--- config.mk ---
export PLATFORM = sky130hd
export DESIGN_NAME = chimera_wide_route_ctrl
export DESIGN_NICKNAME = d
export VERILOG_FILES = /design/src/rtl/chimera_wide_route_ctrl.sv
export SDC_FILE = /design/constraint.sdc
export NUM_CORES = 1
export LEC_CHECK = 0
export CORE_ASPECT_RATIO = 1.5
export CORE_MARGIN = 3
export CORE_UTILIZATION = 28
export CTS_CLUSTER_DIAMETER = 150
export CTS_CLUSTER_SIZE = 24
export DETAILED_ROUTE_END_ITERATION = 16
export GPL_ROUTABILITY_DRIVEN = 0
export GPL_TIMING_DRIVEN = 0
export PLACE_DENSITY = 0.87
export SETUP_SLACK_MARGIN = 0.3
export SLEW_MARGIN = 15
export SYNTH_ARGS = -nofsm -noshare
export SYNTH_HDL_FRONTEND = slang
export SYNTH_SLANG_ARGS = --single-unit
--- constraint.sdc ---
create_clock -name clk_i -period 5 [get_ports clk_i]
set_input_delay 0.5 -clock clk_i [delete_from_list [all_inputs] [get_ports clk_i]]
set_output_delay 0.5 -clock clk_i [all_outputs]
set_load 0.05 [all_outputs]
--- src/rtl/chimera_wide_route_ctrl.sv ---
// chimera_wide_route_ctrl
// Address-region router for the cluster's wide AXI master port. It drives the
// select lines of the adjacent demux and gates AW/AR so that a change of the
// global bypass mode is applied only once the bus has drained.
//
// state | meaning
// ------+----------------------------------------------------------------
// RUN   | traffic flows, selects decoded from mode_q and address
// DRAIN | new AW/AR blocked, waiting for outstanding counters to reach 0
module chimera_wide_route_ctrl #(
  parameter int unsigned AddrWidth      = 48,
  parameter int unsigned NumMstPorts    = 2,
  parameter int unsigned NumRegions     = 2,
  parameter int unsigned MaxOutstanding = 16,
  // derived widths; leave at their defaults
  parameter int unsigned SelWidth       = (NumMstPorts > 1) ? $clog2(NumMstPorts) : 1,
  parameter int unsigned CntWidth       = $clog2(MaxOutstanding + 1),
  parameter logic [NumRegions-1:0][AddrWidth-1:0] RegionStart = '0,
  parameter logic [NumRegions-1:0][AddrWidth-1:0] RegionEnd   = '0,
  parameter logic [NumRegions-1:0][SelWidth-1:0]  RegionPort  = {NumRegions{SelWidth'(1)}}
) (
  input  logic                 clk_i,
  input  logic                 rst_i,
  input  logic                 bypass_mode_i,
  // AW upstream / downstream
  input  logic                 aw_valid_i,
  output logic                 aw_ready_o,
  input  logic [AddrWidth-1:0] aw_addr_i,
  output logic                 aw_valid_o,
  input  logic                 aw_ready_i,
  output logic [SelWidth-1:0]  aw_select_o,
  // AR upstream / downstream
  input  logic                 ar_valid_i,
  output logic                 ar_ready_o,
  input  logic [AddrWidth-1:0] ar_addr_i,
  output logic                 ar_valid_o,
  input  logic                 ar_ready_i,
  output logic [SelWidth-1:0]  ar_select_o,
  // observed responses
  input  logic                 b_valid_i,
  input  logic                 b_ready_i,
  input  logic                 r_valid_i,
  input  logic                 r_ready_i,
  input  logic                 r_last_i,
  // status
  output logic                 bypass_active_o,
  output logic                 draining_o,
  output logic [CntWidth-1:0]  wr_outstanding_o,
  output logic [CntWidth-1:0]  rd_outstanding_o,
  output logic                 err_underflow_o
);

  typedef enum logic {RUN = 1'b0, DRAIN = 1'b1} state_e;

  localparam logic [CntWidth-1:0] CntMax = CntWidth'(MaxOutstanding);

  state_e              state_q;
  logic                mode_q;
  logic [CntWidth-1:0] wr_cnt_q;
  logic [CntWidth-1:0] rd_cnt_q;
  logic                err_q;
  logic                aw_pend_q;
  logic                ar_pend_q;

  logic open_aw, open_ar;
  logic aw_inc, ar_inc, b_dec, r_dec;
  logic aw_stall, ar_stall;

  // Lowest-index matching region wins; no match falls back to port 0.
  function automatic logic [SelWidth-1:0] decode(input logic [AddrWidth-1:0] addr);
    logic [SelWidth-1:0] sel;
    logic                hit;
    sel = '0;
    hit = 1'b0;
    for (int i = 0; i < int'(NumRegions); i++) begin
      if (!hit && (addr >= RegionStart[i]) && (addr < RegionEnd[i])) begin
        sel = RegionPort[i];
        hit = 1'b1;
      end
    end
    return sel;
  endfunction

  // Select decode; bypass forces everything onto the narrow port.
  always_comb begin
    aw_select_o = '0;
    ar_select_o = '0;
    if (!mode_q) begin
      aw_select_o = decode(aw_addr_i);
      ar_select_o = decode(ar_addr_i);
    end
  end

  // Channel gating. A valid that was already presented stays open so it is
  // never withdrawn before acceptance.
  always_comb begin
    open_aw = !rst_i && (aw_pend_q || ((state_q == RUN) && (wr_cnt_q < CntMax)));
    open_ar = !rst_i && (ar_pend_q || ((state_q == RUN) && (rd_cnt_q < CntMax)));
  end

  assign aw_valid_o = aw_valid_i & open_aw;
  assign aw_ready_o = aw_ready_i & open_aw;
  assign ar_valid_o = ar_valid_i & open_ar;
  assign ar_ready_o = ar_ready_i & open_ar;

  assign aw_inc   = aw_valid_o & aw_ready_i;
  assign ar_inc   = ar_valid_o & ar_ready_i;
  assign b_dec    = b_valid_i & b_ready_i;
  assign r_dec    = r_valid_i & r_ready_i & r_last_i;
  assign aw_stall = aw_valid_o & ~aw_ready_i;
  assign ar_stall = ar_valid_o & ~ar_ready_i;

  // Outstanding counters and sticky underflow flag.
  always_ff @(posedge clk_i) begin
    if (rst_i) begin
      wr_cnt_q <= '0;
      rd_cnt_q <= '0;
      err_q    <= 1'b0;
    end else begin
      if (aw_inc && !b_dec) begin
        wr_cnt_q <= wr_cnt_q + CntWidth'(1);
      end else if (b_dec && !aw_inc && (wr_cnt_q != '0)) begin
        wr_cnt_q <= wr_cnt_q - CntWidth'(1);
      end
      if (ar_inc && !r_dec) begin
        rd_cnt_q <= rd_cnt_q + CntWidth'(1);
      end else if (r_dec && !ar_inc && (rd_cnt_q != '0)) begin
        rd_cnt_q <= rd_cnt_q - CntWidth'(1);
      end
      if ((b_dec && (wr_cnt_q == '0)) || (r_dec && (rd_cnt_q == '0))) begin
        err_q <= 1'b1;
      end
    end
  end

  // Mode-switch FSM; mode_q only changes with the bus empty.
  always_ff @(posedge clk_i) begin
    if (rst_i) begin
      state_q   <= RUN;
      mode_q    <= 1'b0;
      aw_pend_q <= 1'b0;
      ar_pend_q <= 1'b0;
    end else begin
      aw_pend_q <= aw_stall;
      ar_pend_q <= ar_stall;
      case (state_q)
        RUN: begin
          if ((bypass_mode_i != mode_q) && !aw_stall && !ar_stall) begin
            state_q <= DRAIN;
          end
        end
        DRAIN: begin
          if (bypass_mode_i == mode_q) begin
            state_q <= RUN;
          end else if ((wr_cnt_q == '0) && (rd_cnt_q == '0)) begin
            state_q <= RUN;
            mode_q  <= bypass_mode_i;
          end
        end
        default: state_q <= RUN;
      endcase
    end
  end

  assign bypass_active_o  = mode_q;
  assign draining_o       = (state_q == DRAIN);
  assign wr_outstanding_o = wr_cnt_q;
  assign rd_outstanding_o = rd_cnt_q;
  assign err_underflow_o  = err_q;

endmodule

==> impl_metrics.ini, run 1 <==
[drt]
wire_per_inst_um = 12.3
first_pass_iters = 3
vias = 875
drt_iter0_drc = 17
vias_per_cell = 4.83
drc = 0
totalWireLength_mm = 2.24
ant_nets = 0

[logic_synthesis]
synthDistinctLibCells = 37
synthMuxAreaShare_pct = 8.99
synth_simple_gate_area_share_pct = 21.6
ys_top_cells_by_area = dfxtp_1, ha_1, nor2_1
syn-instance-count = 106
synth_top_area_share_pct = 30.0
synth_top_family_by_area = simple AND/OR/NAND/NOR gates
ys.flop_type = dfxtp_1
yosys_warnings = 0
yosysTopAreaCell = dfxtp_1
async_flop_share_pct = 0
netlist_area_um2 = 1000
synth_adder_area_share_pct = 11.5
synth_xor_area_share_pct = 7.87
synth_compound_area_share_pct = 16.4
ys_seq_area_share_pct = 30.0
syn_area_per_cell_um2 = 9.45
synth_edf_count = 0
ys_seq_elements = 15

[critical_path]
worst_setup_path_end_kind = register
cp_max_fo = 10
startpoint_type = input pin
crit_arrival_ns = 2.98
cp.required_ns = 5.14
critical_path_class = in -> reg

[sta]
period_share_pct = 56.9
finalSetupViolCount = 0
fmax_mhz = 351
fin_skew_ns = 0.00387
tns_ns = 0
slew_headroom_pct = 65.2
drv_slew = 0
layout_min_cycle_time_ns = 2.85
final_hold_viol_count = 0
rsz0062_at_grt = false
tightest_slew_ns = 0.521
holdWs_ns = 0.507

[clock_network]
cts_root_buf = clkbuf_8
cts_setup_buffers = 0
clock_latency_ns = 0.25
clk_pin_slew_ns = 0.06
cts_resized = 0
tritoncts = yes
numClockSinks = 15
hold_buffers = 0
cts_made_buffers = 3
clockBufferDepth = 2
htree_levels = 1

[pwr]
power_density_nw_per_um2 = 462
leakagePower_nw = 0.555
vdd_drop_max_mv = 0.195
finalPower_mw = 0.639

[final_layout]
drive_above_1_share_pct = 13.7
finalNetCount = 256
area_delta_synth_final_pct = 38.2
diodes = 0
n_fill_cell = 354

[global_route]
gr-total-overflow = 0
grt_pass1_vias = 897
grt_max_degree = 11
track_usage_pct = 11.9
grt_first_pass_wirelength_mm = 3.80
grt_antenna_before_repair = 0

[status]
status = complete, no violations

[floorplan]
die_area_um2 = 4350
io_pins = 127
rows = 26
dieHeight_um = 79.3
initial_core_util_pct = 29.3
die_w_um = 54.9
core_area_um2 = 3420

[job]
maxCapViolations = 0

[worst_hold_path]
hp-class = reg -> reg

[placed_design]
portBuffers = 28
dp_hpwl_mm = 1.83
critical path: stages:
cell and delay, ns:
clkdlybuf4s50_1 0.43, buf_6 0.15, and3b_1 0.24, nand3_1 0.23, fa_1 0.49, a21o_1 0.19
a21oi_1 0.23, nor2_1 0.08, a21oi_2 0.11, mux2_1 0.32
cells in the final DEF, fill, tap and decap left out, drive strengths merged:
cell and n:
nor3 4, fa 2, nand2 2, a21oi 6, buf 3, o21ba 2
clkdlybuf4s50 28, clkinv 1, o21ai 2, a22oi 2, a21o 4, mux2i 6
xor2 3, nor2 18, inv 1, o21bai 3, xnor2 6, nor3b 3
or4 2, a211oi 1, dfxtp 15, conb 2, ha 6, nand3 3
mux2 2, nand2b 3, o22ai 1, nand4bb 1, clkbuf 4, and3b 1
nor2b 2
report_power, final:
group,switching (mW),internal (mW),total (mW)
clock network,0.0444,0.0552,0.0996
registers,0.0329,0.143,0.176
logic,0.208,0.155,0.363
total,0.285,0.354,0.639
path summary, 6_finish.rpt:
kind,slack [ns],cells after the start,startpoint,end
max,2.15,10,rst_i,wr_outstanding_o[4]$_SDFFE_PP0P_
min,0.51,2,err_underflow_o$_SDFFE_PP0P_,err_underflow_o$_SDFFE_PP0P_
max reg2reg,2.48,8,rd_outstanding_o[4]$_SDFFE_PP0P_,rd_outstanding_o[4]$_SDFFE_PP0P_
min reg2reg,0.51,2,err_underflow_o$_SDFFE_PP0P_,err_underflow_o$_SDFFE_PP0P_
cell families after synthesis:
| family | Yosys count |
|---|---|
| fa+ha+maj | 8 |
| buf+inv | 5 |
| mux | 8 |
| simple gates | 39 |
| other cells | 1 |
| xor+xnor | 9 |
| flops | 15 |
| compound gates | 21 |
metrics by stage:
stage          setup WS (ns)  util [%]  cells  cell area [µm²]
3_5_place_dp            1.87      39.2    177             1340
6_report                2.15      40.5    181             1390
4_1_cts                 2.12      40.5    181             1390
3_3_place_gp            1.95      39.2    177             1340
5_1_grt                 1.98      40.5    181             1390
2_1_floorplan           2.44         -    107             1010
final cells by class:
class	instances	area [µm²]	area share, %
Inverter	1	3.75	0.271
Timing Repair Buffer	28	280	20.2
Multi-Input combinational cell	87	672	48.5
Buffer	4	30.0	2.17
Clock buffer	3	41.3	2.98
Sequential cell	15	300	21.7
Tap cell	42	52.6	3.79
Clock inverter	1	5.00	0.361
sequential cells by signal, summed over array words and instances, names as in the netlist:
register / count
bypass_active_o: 1
wr_outstanding_o: 5
ar_pend_q: 1
draining_o: 1
aw_pend_q: 1
rd_outstanding_o: 5
err_underflow_o: 1
routing by layer:
layer  global-route usage, %  wire length, µm
met5                       0                0
met1                    12.2              847
met2                    19.8             1150
met3                    2.81              146
met4                    8.73               96
synthesized netlist by cell type (3+ instances only):
cell / n
a21o_1: 4
a21oi_1: 5
nor3_1: 4
nand3_1: 3
ha_1: 6
mux2i_1: 5
xnor2_1: 6
nor2_1: 18
nand2b_1: 3
xor2_1: 3
dfxtp_1: 15
Note: power is estimated with default switching activity, not from simulation.
==> run 2, diff against run 1 <==
Settings changed: CORE_UTILIZATION 28 to 23, PLACE_DENSITY 0.87 to 0.76.
Clock period 5 ns to 2.4 ns, I/O delays scaled along.
==> impl_metrics.ini, run 2 (same netlist as run 1, synthesis figures left out) <==
[sta]
layout_min_cycle_time_ns = 2.15
period_share_pct = 89.4
fin_skew_ns = 0.00185
finalSetupViolCount = 0
slew_headroom_pct = 65.4
drv_slew = 0
tightest_slew_ns = 0.517
holdWs_ns = 0.388
fmax_mhz = 466
rsz0062_at_grt = true
final_hold_viol_count = 0
tns_ns = 0

[global_route]
grt_pass1_vias = 938
track_usage_pct = 9.33
grt_first_pass_wirelength_mm = 3.93
grt_antenna_before_repair = 0
gr-total-overflow = 0
grt_max_degree = 11

[final_layout]
area_delta_synth_final_pct = 53.2
drive_above_1_share_pct = 27.5
diodes = 0
stdcell_area_um2 = 1540
final_cell_mix = clkdlybuf4s50_1, nor2_1, buf_4, dfxtp_1
post-route-util_pct = 37.8
final_common_cell = clkdlybuf4s50_1
finalNetCount = 266

[critical_path]
crit_arrival_ns = 2.28
cp.required_ns = 2.53
cp_max_fo = 4
worst_setup_path_end_kind = register
startpoint_type = register
critical_path_class = reg -> reg

[drt]
first_pass_iters = 3
drt_iter0_drc = 19
vias_per_cell = 4.59
ant_nets = 0
drc = 0
vias = 891
totalWireLength_mm = 2.23
wire_per_inst_um = 11.5

[clock_network]
tritoncts = yes
clockBufferDepth = 2
cts_root_buf = clkbuf_8
clock_latency_ns = 0.24
htree_levels = 1
clk_pin_slew_ns = 0.06
cts_made_buffers = 3
numClockSinks = 15

[floorplan]
die_area_um2 = 5200
rows = 28
dieHeight_um = 86.8
core_area_um2 = 4060
io_pins = 127
die_w_um = 59.9
initial_core_util_pct = 24.7

[placed_design]
dp_hpwl_mm = 1.71
dpl_cell_area_um2 = 1390
portBuffers = 28

[pwr]
power_density_nw_per_um2 = 906
leakagePower_nw = 0.655
finalPower_mw = 1.39
vdd_drop_max_mv = 0.610

[worst_hold_path]
hp-class = in -> reg

[job]
maxCapViolations = 0

[status]
status = complete, no violations
-- run 2: cell count changes in the layout (fill, tap and decap cells not counted), moves of 2 or more --
cell | before | now
dlymetal6s2s_1 | 0 | 2
clkdlybuf4s50_1 | 28 | 22
buf_4 | 2 | 12
a21oi_2 | 1 | 3
fa_2 | 0 | 2
dlygate4sd2_1 | 0 | 4
dfxtp_1 | 15 | 12
a21oi_1 | 5 | 3
fa_1 | 2 | 0
nand3_1 | 3 | 1
dfxtp_4 | 0 | 2
-- run 2: what timing repair did --
action	in CTS	in global routing
setup buffers	10	0
pin swaps	8	0
hold buffers	0	0
endpoints found under the setup margin	4	5
gates resized for setup	9	3
-- run 2: worst max-delay path, cell delays in order, from the launching register on --
cell and delay [ns]:
dfxtp_4 0.34, o21ba_4 0.22, nand4bb_4 0.23, fa_2 0.38, a21o_1 0.20, a21oi_2 0.16, nand2b_1 0.08, o22ai_2 0.11
mux2_4 0.30
-- run 2: worst paths after layout --
check	slack (ns)	cells past startpoint	startpoint	endpoint
max	0.25	8	rd_outstanding_o[4]$_SDFFE_PP0P_	rd_outstanding_o[4]$_SDFFE_PP0P_
min	0.39	2	aw_ready_i	aw_pend_q$_SDFF_PP0_
max reg2reg	0.25	8	rd_outstanding_o[4]$_SDFFE_PP0P_	rd_outstanding_o[4]$_SDFFE_PP0P_
min reg2reg	0.49	2	err_underflow_o$_SDFFE_PP0P_	err_underflow_o$_SDFFE_PP0P_
-- run 2: cell type report --
| class | instances | area, µm² |
|---|---|---|
| multi-input cells | 87 | 734 |
| clock buffers | 3 | 41.3 |
| clock inverters | 1 | 5.00 |
| repair buffers | 38 | 355 |
| flip-flops and latches | 15 | 309 |
| fillers | 414 | 2530 |
| plain buffers | 4 | 30.0 |
| well taps | 45 | 56.3 |
| inverters | 1 | 3.75 |
-- run 2: power by group --
part           internal, mW  total [mW]  switching (mW)
combinational         0.379       0.830           0.451
sequential            0.301       0.365          0.0636
clock                 0.115       0.196          0.0814
-- run 2: stage by stage --
| step | setup WS [ns] | cells |
|---|---|---|
| after floorplan | 0.179 | 107 |
| after global placement | -0.299 | 180 |
| after detailed placement | -0.372 | 180 |
| after CTS | 0.224 | 194 |
| after global routing | 0.133 | 194 |
| final | 0.254 | 194 |
-- run 2: metal layers --
layer / part of all wire [%] / track usage [%]
met3: 7.0 / 1.49
met1: 41 / 10.6
met2: 50 / 16.7
met4: 1.5 / 3.63
met5: 0 / 0
